==> src/rtl/trdb_pkg.sv <==
// Shared definitions for the trace packet decoder: format encodings and the
// bit offsets of the packet header.
package trdb_pkg;

  typedef enum logic [1:0] {
    F_BRANCH_FULL = 2'b00,
    F_BRANCH_DIFF = 2'b01,
    F_ADDR_ONLY   = 2'b10,
    F_SYNC        = 2'b11
  } trdb_format_t;

  typedef enum logic [1:0] {
    SF_START     = 2'b00,
    SF_EXCEPTION = 2'b01,
    SF_CONTEXT   = 2'b10,
    SF_RESERVED  = 2'b11
  } trdb_subformat_t;

  localparam int PACKET_LEN    = 128;
  localparam int WORD_LEN      = 32;
  localparam int HEADER_LEN    = 7;   // width of the packet length field
  localparam int FORMAT_OFF    = 7;
  localparam int FORMAT_LEN    = 2;
  localparam int PAYLOAD_OFF   = 9;
  localparam int BRANCHES_LEN  = 5;
  localparam int MAP_LEN       = 31;
  localparam int SUBFORMAT_LEN = 2;

endpackage

==> src/rtl/trdb_packet_unpack.sv <==
// Combinational field extraction from an assembled trace packet buffer.
// Flags unsupported formats and layouts that do not fit in the packet length.
module trdb_packet_unpack
  import trdb_pkg::*;
#(
  parameter int XLEN     = 32,
  parameter int PRIVLEN  = 3,
  parameter int CAUSELEN = 5
) (
  input  logic [PACKET_LEN-1:0]   buf_i,
  input  logic [HEADER_LEN:0]     len_i,
  output trdb_format_t            format_o,
  output trdb_subformat_t         subformat_o,
  output logic [PRIVLEN-1:0]      priv_o,
  output logic                    branch_o,
  output logic [BRANCHES_LEN-1:0] branches_o,
  output logic [MAP_LEN-1:0]      branch_map_o,
  output logic [XLEN-1:0]         address_o,
  output logic [CAUSELEN-1:0]     cause_o,
  output logic                    interrupt_o,
  output logic                    malformed_o
);

  localparam int MAP_OFF   = PAYLOAD_OFF + BRANCHES_LEN;
  localparam int PRIV_OFF  = PAYLOAD_OFF + SUBFORMAT_LEN;
  localparam int SBR_OFF   = PRIV_OFF + PRIVLEN;
  localparam int SADDR_OFF = SBR_OFF + 1;
  localparam int CAUSE_OFF = SADDR_OFF + XLEN;

  trdb_format_t            fmt;
  trdb_subformat_t         sub;
  logic [BRANCHES_LEN-1:0] nb;
  logic [BRANCHES_LEN:0]   map_len;
  int                      need;
  logic                    unsupported;

  always_comb begin
    fmt          = trdb_format_t'(buf_i[FORMAT_OFF +: FORMAT_LEN]);
    sub          = SF_START;
    nb           = '0;
    map_len      = '0;
    need         = PAYLOAD_OFF;
    unsupported  = 1'b0;
    priv_o       = '0;
    branch_o     = 1'b0;
    branch_map_o = '0;
    address_o    = '0;
    cause_o      = '0;
    interrupt_o  = 1'b0;
    case (fmt)
      F_BRANCH_FULL: begin
        nb           = buf_i[PAYLOAD_OFF +: BRANCHES_LEN];
        // A zero branch count means a completely filled map
        map_len      = (nb == '0) ? (BRANCHES_LEN+1)'(MAP_LEN) : {1'b0, nb};
        branch_map_o = buf_i[MAP_OFF +: MAP_LEN]
                       & ({MAP_LEN{1'b1}} >> ((BRANCHES_LEN+1)'(MAP_LEN) - map_len));
        address_o    = XLEN'(buf_i >> (MAP_OFF + int'(map_len)));
        need         = MAP_OFF + int'(map_len) + XLEN;
      end
      F_ADDR_ONLY: begin
        address_o = buf_i[PAYLOAD_OFF +: XLEN];
        need      = PAYLOAD_OFF + XLEN;
      end
      F_SYNC: begin
        sub       = trdb_subformat_t'(buf_i[PAYLOAD_OFF +: SUBFORMAT_LEN]);
        priv_o    = buf_i[PRIV_OFF +: PRIVLEN];
        branch_o  = buf_i[SBR_OFF];
        address_o = buf_i[SADDR_OFF +: XLEN];
        need      = CAUSE_OFF;
        if (sub == SF_EXCEPTION) begin
          cause_o     = buf_i[CAUSE_OFF +: CAUSELEN];
          interrupt_o = buf_i[CAUSE_OFF + CAUSELEN];
          need        = CAUSE_OFF + CAUSELEN + 1;
        end else if (sub != SF_START) begin
          unsupported = 1'b1;
        end
      end
      default: unsupported = 1'b1;
    endcase
    format_o    = fmt;
    subformat_o = sub;
    branches_o  = nb;
    malformed_o = unsupported || (need > int'(len_i));
  end

endmodule

==> src/rtl/trdb_packet_decoder.sv <==
// Reassembles word-serialized trace packets and presents decoded fields with a
// valid/ready handshake. Define TRDB_DECODER_ERR_CNT_EN to build the error counter.
module trdb_packet_decoder
  import trdb_pkg::*;
#(
  parameter int XLEN     = 32,
  parameter int PRIVLEN  = 3,
  parameter int CAUSELEN = 5
) (
  input  logic                    clk_i,
  input  logic                    rst_ni,
  input  logic [WORD_LEN-1:0]     word_i,
  input  logic                    word_valid_i,
  output logic                    word_ready_o,
  output logic                    pkt_valid_o,
  input  logic                    pkt_ready_i,
  output trdb_format_t            format_o,
  output trdb_subformat_t         subformat_o,
  output logic [PRIVLEN-1:0]      priv_o,
  output logic                    branch_o,
  output logic [BRANCHES_LEN-1:0] branches_o,
  output logic [MAP_LEN-1:0]      branch_map_o,
  output logic [XLEN-1:0]         address_o,
  output logic [CAUSELEN-1:0]     cause_o,
  output logic                    interrupt_o,
  output logic                    error_o,
  output logic [15:0]             err_cnt_o
);

  typedef enum logic [1:0] {S_HEADER, S_COLLECT, S_EMIT} state_t;

  state_t                  state_q, state_d;
  logic [PACKET_LEN-1:0]   buf_q, buf_d;
  logic [1:0]              cnt_q, cnt_d;
  logic [HEADER_LEN:0]     len;
  logic [2:0]              n_words;
  logic                    hdr_bad, last_word, load_pkt, err_d, error_q;

  trdb_format_t            u_format;
  trdb_subformat_t         u_subformat;
  logic [PRIVLEN-1:0]      u_priv;
  logic                    u_branch;
  logic [BRANCHES_LEN-1:0] u_branches;
  logic [MAP_LEN-1:0]      u_map;
  logic [XLEN-1:0]         u_address;
  logic [CAUSELEN-1:0]     u_cause;
  logic                    u_interrupt;
  logic                    u_malformed;

  assign word_ready_o = (state_q != S_EMIT);
  assign pkt_valid_o  = (state_q == S_EMIT);
  assign error_o      = error_q;

  // The header word is still on the input while it is being accepted
  assign len       = (state_q == S_HEADER) ? {1'b0, word_i[HEADER_LEN-1:0]}
                                           : {1'b0, buf_q[HEADER_LEN-1:0]};
  assign n_words   = 3'((int'(len) + WORD_LEN - 1) / WORD_LEN);
  assign hdr_bad   = (int'(len) < PAYLOAD_OFF) || (int'(len) > PACKET_LEN);
  assign last_word = (state_q == S_HEADER) ? (n_words == 3'd1)
                                           : (cnt_q == 2'(n_words - 3'd1));

  always_comb begin
    buf_d = buf_q;
    if (state_q == S_HEADER) begin
      buf_d                 = '0;
      buf_d[WORD_LEN-1:0]   = word_i;
    end else begin
      buf_d[{cnt_q, 5'b0} +: WORD_LEN] = word_i;
    end
  end

  trdb_packet_unpack #(
    .XLEN     (XLEN),
    .PRIVLEN  (PRIVLEN),
    .CAUSELEN (CAUSELEN)
  ) u_unpack (
    .buf_i        (buf_d),
    .len_i        (len),
    .format_o     (u_format),
    .subformat_o  (u_subformat),
    .priv_o       (u_priv),
    .branch_o     (u_branch),
    .branches_o   (u_branches),
    .branch_map_o (u_map),
    .address_o    (u_address),
    .cause_o      (u_cause),
    .interrupt_o  (u_interrupt),
    .malformed_o  (u_malformed)
  );

  always_comb begin
    state_d  = state_q;
    cnt_d    = cnt_q;
    load_pkt = 1'b0;
    err_d    = 1'b0;
    case (state_q)
      S_HEADER: begin
        if (word_valid_i) begin
          cnt_d = 2'd1;
          if (hdr_bad) begin
            err_d = 1'b1;
          end else if (last_word) begin
            err_d    = u_malformed;
            load_pkt = !u_malformed;
            state_d  = u_malformed ? S_HEADER : S_EMIT;
          end else begin
            state_d = S_COLLECT;
          end
        end
      end
      S_COLLECT: begin
        if (word_valid_i) begin
          cnt_d = cnt_q + 2'd1;
          if (last_word) begin
            err_d    = u_malformed;
            load_pkt = !u_malformed;
            state_d  = u_malformed ? S_HEADER : S_EMIT;
          end
        end
      end
      S_EMIT: begin
        if (pkt_ready_i) state_d = S_HEADER;
      end
      default: state_d = S_HEADER;
    endcase
  end

  always_ff @(posedge clk_i or negedge rst_ni) begin
    if (!rst_ni) begin
      state_q <= S_HEADER;
      cnt_q   <= '0;
      error_q <= 1'b0;
    end else begin
      state_q <= state_d;
      cnt_q   <= cnt_d;
      error_q <= err_d;
    end
  end

  always_ff @(posedge clk_i) begin
    if (word_valid_i && word_ready_o) buf_q <= buf_d;
  end

  // Output registers hold the decoded packet for the whole S_EMIT stall
  always_ff @(posedge clk_i or negedge rst_ni) begin
    if (!rst_ni) begin
      format_o     <= F_BRANCH_FULL;
      subformat_o  <= SF_START;
      priv_o       <= '0;
      branch_o     <= 1'b0;
      branches_o   <= '0;
      branch_map_o <= '0;
      address_o    <= '0;
      cause_o      <= '0;
      interrupt_o  <= 1'b0;
    end else if (load_pkt) begin
      format_o     <= u_format;
      subformat_o  <= u_subformat;
      priv_o       <= u_priv;
      branch_o     <= u_branch;
      branches_o   <= u_branches;
      branch_map_o <= u_map;
      address_o    <= u_address;
      cause_o      <= u_cause;
      interrupt_o  <= u_interrupt;
    end
  end

`ifdef TRDB_DECODER_ERR_CNT_EN
  logic [15:0] err_cnt_q;

  always_ff @(posedge clk_i or negedge rst_ni) begin
    if (!rst_ni) begin
      err_cnt_q <= '0;
    end else if (error_q && (err_cnt_q != 16'hFFFF)) begin
      err_cnt_q <= err_cnt_q + 16'd1;
    end
  end

  assign err_cnt_o = err_cnt_q;
`else
  assign err_cnt_o = '0;
`endif

endmodule

==> config.mk <==
export PLATFORM = sky130hd
export DESIGN_NAME = trdb_packet_decoder
export DESIGN_NICKNAME = d
export VERILOG_FILES = /design/src/rtl/trdb_pkg.sv /design/src/rtl/trdb_packet_unpack.sv /design/src/rtl/trdb_packet_decoder.sv
export SDC_FILE = /design/constraint.sdc
export NUM_CORES = 1
export LEC_CHECK = 0
export CAP_MARGIN = 0
export CORE_MARGIN = 2
export CORE_UTILIZATION = 35
export DETAILED_ROUTE_END_ITERATION = 10
export PLACE_DENSITY_LB_ADDON = 0.1
export SLEW_MARGIN = 10
export SYNTH_ARGS = -nofsm -noshare
export SYNTH_HDL_FRONTEND = slang
export SYNTH_SLANG_ARGS = --single-unit
==> constraint.sdc <==
create_clock -name clk_i -period 5.64 [get_ports clk_i]
set_clock_uncertainty 0.1 [all_clocks]
set_input_delay 1.128 -clock clk_i [delete_from_list [all_inputs] [get_ports clk_i]]
set_output_delay 1.128 -clock clk_i [all_outputs]
set_load 0.01 [all_outputs]
==> results of run 1 <==
==> kinds of logic (layout without fill, tap and decap cells) <==
logic type,count (synthesis),count (layout),share of synthesized area (%)
mux,129,129,11.7
xor+xnor,5,5,0.390
compound gates,434,434,28.7
flops,164,164,40.0
simple gates,288,288,11.4
fa+ha+maj,11,11,1.23
other cells,1,16,0.0334
buf+inv,147,285,6.46
==> worst paths after layout <==
path,from,to,cells past startpoint
setup / recovery,cnt_q[1],address_o[6],20
hold / removal,branch_map_o[3],branch_map_o[3],2
setup reg to reg,cnt_q[1],address_o[6],20
hold reg to reg,branch_map_o[3],branch_map_o[3],2
max in group asynchronous,rst_ni,address_o[8],2
min in group asynchronous,rst_ni,address_o[26],1
==> cell usage after synthesis, types with 4 or more instances <==
cell type,n
nor2b_1,5
o41ai_1,11
a31oi_1,6
o221a_2,4
dfrtp_1,87
a221oi_1,12
nand2_1,106
o2bb2ai_1,8
edfxtp_1,77
o22ai_1,43
mux2_2,12
a22oi_1,27
buf_2,42
nor2_1,87
nor3_1,24
buf_6,5
o21ai_1,8
o221ai_1,37
a41o_1,5
o22a_1,9
buf_4,19
o211ai_1,16
a32oi_1,4
ha_1,11
a21o_1,4
a22o_1,39
a21oi_1,29
o21a_1,8
clkbuf_1,41
or3_1,6
and2_1,17
a211oi_1,11
nand3_1,20
a2bb2oi_1,9
a32o_1,4
o21ai_0,79
o31ai_1,24
mux2i_1,115
a2111oi_0,4
inv_1,35
==> final cells by class <==
cell class                      instances  area [µm²]
Fill cell                            3145       17700
Multi-Input combinational cell        883        6130
Sequential cell                       164        4490
Timing Repair Buffer                  217        1980
Tap cell                              402         503
Clock buffer                           20         468
Inverter                               36         135
Clock inverter                         12         118
==> per-stage QoR <==
stage | instances | utilization (%) | hold WS, ps
after floorplan | 1194 | - | 409
after global placement | 1702 | 41.9 | 362
after detailed placement | 1702 | 41.9 | 367
after CTS | 1734 | 43.8 | 383
after global routing | 1734 | 43.8 | 399
final | 1734 | 43.8 | 377
==> flip-flops by register name (all words and copies together), names as in the netlist <==
| signal | flops |
|---|---|
| cause_o | 5 |
| cnt_q | 2 |
| format_o | 2 |
| interrupt_o | 1 |
| buf_q | 77 |
| error_o | 1 |
| branch_map_o | 31 |
| branch_o | 1 |
| address_o | 32 |
| state_q | 2 |
| branches_o | 5 |
| subformat_o | 2 |
| priv_o | 3 |
==> metal layers <==
metal / track usage [%] / routed length [µm]
met3: 5.24 / 3660
met5: 0 / 0
met2: 47.2 / 23300
met4: 13.3 / 2220
met1: 45.5 / 23900
==> critical path: cells and delay by family, from the launching register on <==
kind | cells | cell delay (ps)
AOI/OAI and AO/OA | 8 | 2190
buffers and inverters | 6 | 1040
adders and majority gates | 2 | 570
muxes | 1 | 330
and+or+nand+nor | 3 | 530
DFF | 1 | 430
==> reports/metrics.cfg, run 1 <==
[placed_design]
placed_cell_area_mm2=0.0132
portBuffers=120
dp_slack_ps=72.7
hpwl_um=40200
gp_congestion=1.02

[die]
ios=137
start_util_pct=35.6
rows=65
coreArea_mm2=0.0316
die_height_um=183
die_w_um=183
dieArea_mm2=0.0335

[yosys]
synth_edf_count=77
synth-seq-cells=164
avgSynthCellArea_um2=9.52
syn_area_mm2=0.0112
synth_cells=1179
synthTopCellsByArea=edfxtp_1, dfrtp_1, mux2i_1
synth_cell_types=87
ys.warnings.count=0
async_flop_share_pct=53.0
seq_area_frac_synth_pct=40.0
synth_top_area_share_pct=20.6
yosysTopAreaCell=edfxtp_1
dominantRegCellSynth=dfrtp_1

[global_route]
antenna_found_initial=0
grt_pass1_wl_um=76800
grt.overflow.total=0
grt_max_degree=58
grt_usage_pct=31.7
grt_pass1_vias=10600

[cells_and_area]
area_growth_pct=23.2
drive_gt1_share_pct=12.8
antenna_cells=0
final_area_mm2=0.0138
final_cell_mix=clkdlybuf4s50_1, mux2i_1, nand2_1, buf_4, dfrtp_1
final_nets=1366
layout_commonest_cell=clkdlybuf4s50_1

[cts]
cts.sinks=164
cts-resized-gates=0
path_clk_slew_ps=70
clk_latency_ps=450
cts-root-buf=clkbuf_16
numCtsBuffers=17
post_cts_buffers=0
cts_tree=built
h-tree-depth=4
clockBufferDepth=2
postCtsHoldBufs=0

[critical_path]
cp_max_fo=13
cp.required_ps=5890
cp_slowest_cell=o21ba_2
regToRegSetupSlack_ps=350
arrival_ps=5540
end_kind=flop
critical_path.max_stage_delay_ps=450
cp_cell_sequence=inv_1, ha_1, o21ba_2, buf_4, mux2_4, nand2_1, inv_1, o31ai_1, buf_4, o2bb2ai_1, ha_1, a2111o_1, o21ai_0, o311a_1, o21ai_1, or2_4, buf_4, a2111oi_0, buf_4, nor2_1
crit_top_cell=buf_4
cp-start-kind=flop
crit_type=flop to flop

[sta]
slew_headroom_pct=35.9
final_hold_viol_count=0
rsz0062_at_grt=false
setup_viol=0
tightest_slew_ps=949
layout_setup_ws_ps=350
fin_crit_ps=5290
slew_viol_final=0
max_freq_mhz=189
final.period_utilization_pct=93.8
tns_ps=0

[route]
detail_route.wl_per_cell_um=30.6
routed_wl_um=53100
first_iter_violations=1289
dr_total_vias=11100
viasPerCell=6.40
detail-route-antenna-nets=0
drt_pre_antenna_iters=8
drcViolationCount=0

[outcome]
status=finished clean

[hold_path]
hold_path.class=flop to flop

[job]
drv_cap=0

Power of run 1 is not shown: default switching activity piles up to over one toggle a cycle in this logic, so the estimate is an artifact.
==> inputs of run 2 (changes only) <==
clock period = 5.4 ns   (was 5.64 ns; I/O delays follow)
==> reports/metrics.cfg, run 2 (synthesis gave the netlist of run 1 again) <==
[critical_path]
reg2reg_depth=19
cp_cell_sequence=clkdlybuf4s50_1, buf_4, or4b_1, o311ai_0, a21boi_4, nand2_1, a21oi_1, o221ai_1, ha_1, a2111o_1, o21ai_0, o311a_1, o21ai_1, nor2_4, buf_12, buf_4, mux2i_1, o31ai_1, a31o_2
critical_path.max_stage_delay_ps=480
crit_type=input port to flop
arrival_ps=5380
cp-start-kind=input port
cp.required_ps=5650
cp_max_fo=6
cp_slowest_cell=clkdlybuf4s50_1
end_kind=flop
crit_top_cell=buf_4

[placed_design]
portBuffers=120
hpwl_um=40200
gp_congestion=1.03

[cells_and_area]
largest_register_ffs=77
fillers=3109
final_nets=1405
drive_gt1_share_pct=15.2
area_growth_pct=25.7
layout_commonest_cell=buf_4
final_cell_mix=buf_4, clkdlybuf4s50_1, mux2i_1, nand2_1, dfrtp_1
top_register=buf_q
antenna_cells=0
reg.largest.list=buf_q x77, address_o x32, branch_map_o x31

[route]
dr_total_vias=11300
met3WireLength_um=4110
dr.max_layer_used=met4
detail-route-antenna-nets=0
routed_wl_um=53000
first_iter_violations=1450
detail_route.wl_per_cell_um=29.9
routed-wl-met2_um=22700
wl_met1_um=23700
viasPerCell=6.36
drt_pre_antenna_iters=6
drcViolationCount=0

[outcome]
status=finished clean

[die]
rows=65
coreArea_mm2=0.0316
die_height_um=183
start_util_pct=35.6
dieArea_mm2=0.0335
ios=137
die_w_um=183

[hold_path]
min_path_cells=1
hold_path.class=flop to flop

[global_route]
grt_usage_pct=31.7
grt_pass1_wl_um=77100
antenna_found_initial=0
grt.overflow.total=0
grt_max_degree=71
grt_pass1_vias=10800

[sta]
rsz0062_at_grt=false
max_freq_mhz=195
final.period_utilization_pct=94.9
tns_ps=0
final_hold_viol_count=0
setup_viol=0
slew_viol_final=0
fin_crit_ps=5120
slew_headroom_pct=31.2
tightest_slew_ps=1030

[cts]
cts_tree=built
clockBufferDepth=2
cts-root-buf=clkbuf_16
cts.sinks=164
clk_latency_ps=450
numCtsBuffers=17
postCtsHoldBufs=0
h-tree-depth=4
path_clk_slew_ps=70

[job]
drv_cap=0

[run 2: changes by cell type in the layout (fill, tap and decap cells not counted), sizes merged]
| cell | change |
|---|---|
| inv | -3 |
| clkinvlp | +3 |
| buf | +39 |
[run 2: through the flow]
| step | hold slack (ps) | worst slack (ps) | instance area, µm² | utilization (%) | std cells |
|---|---|---|---|---|---|
| 6_report | 375 | 275 | 14100 | 44.7 | 1773 |
| 5_1_grt | 402 | 4.75 | 14100 | 44.7 | 1773 |
| 4_1_cts | 380 | 108 | 14100 | 44.6 | 1773 |
| 3_5_place_dp | 366 | -275 | 13500 | 42.9 | 1741 |
| 3_3_place_gp | 361 | -173 | 13500 | 42.9 | 1741 |
| 2_1_floorplan | 409 | 431 | 11300 | - | 1194 |
[run 2: repair_timing]
action / CTS / global route
setup buffers: 0 / 0
setup endpoints to repair: 0 / 27
gates resized for setup: 0 / 4
[run 2: worst paths after layout]
| kind | from | endpoint | slack [ps] |
|---|---|---|---|
| worst max-delay path | word_i[10] | address_o[11] | 280 |
| worst min-delay path | branch_map_o[12] | branch_map_o[12] | 370 |
| worst max register to register | cnt_q[1] | address_o[11] | 410 |
| worst min register to register | branch_map_o[12] | branch_map_o[12] | 370 |
| max in group asynchronous | rst_ni | cause_o[2] | 3610 |
| min in group asynchronous | rst_ni | subformat_o[1] | 540 |
[run 2: layer usage]
layer	up-vias	GRT usage [%]
li1	4932	-
met5	-	0
met4	0	14.3
met2	642	46.6
met3	121	5.74
met1	5580	45.4
[run 2: critical path: cells and delay by family]
family / cells / cell delay [ps]
AOI/OAI and AO/OA: 10 / 2050
buffers and inverters: 4 / 920
and+or+nand+nor: 3 / 910
adders and majority gates: 1 / 230
muxes: 1 / 170
[run 2: area by class of cell]
| cell class | count | area, µm² | share of cell area (%) |
|---|---|---|---|
| sequential | 164 | 4490 | 31.8 |
| clock buffer | 20 | 447 | 3.17 |
| clock inverter | 12 | 104 | 0.736 |
| tap | 402 | 503 | 3.57 |
| multi-input combinational | 883 | 6140 | 43.6 |
| inverter | 36 | 135 | 0.958 |
| timing repair buffer | 256 | 2280 | 16.2 |
Power of run 2 is left out for the same reason.
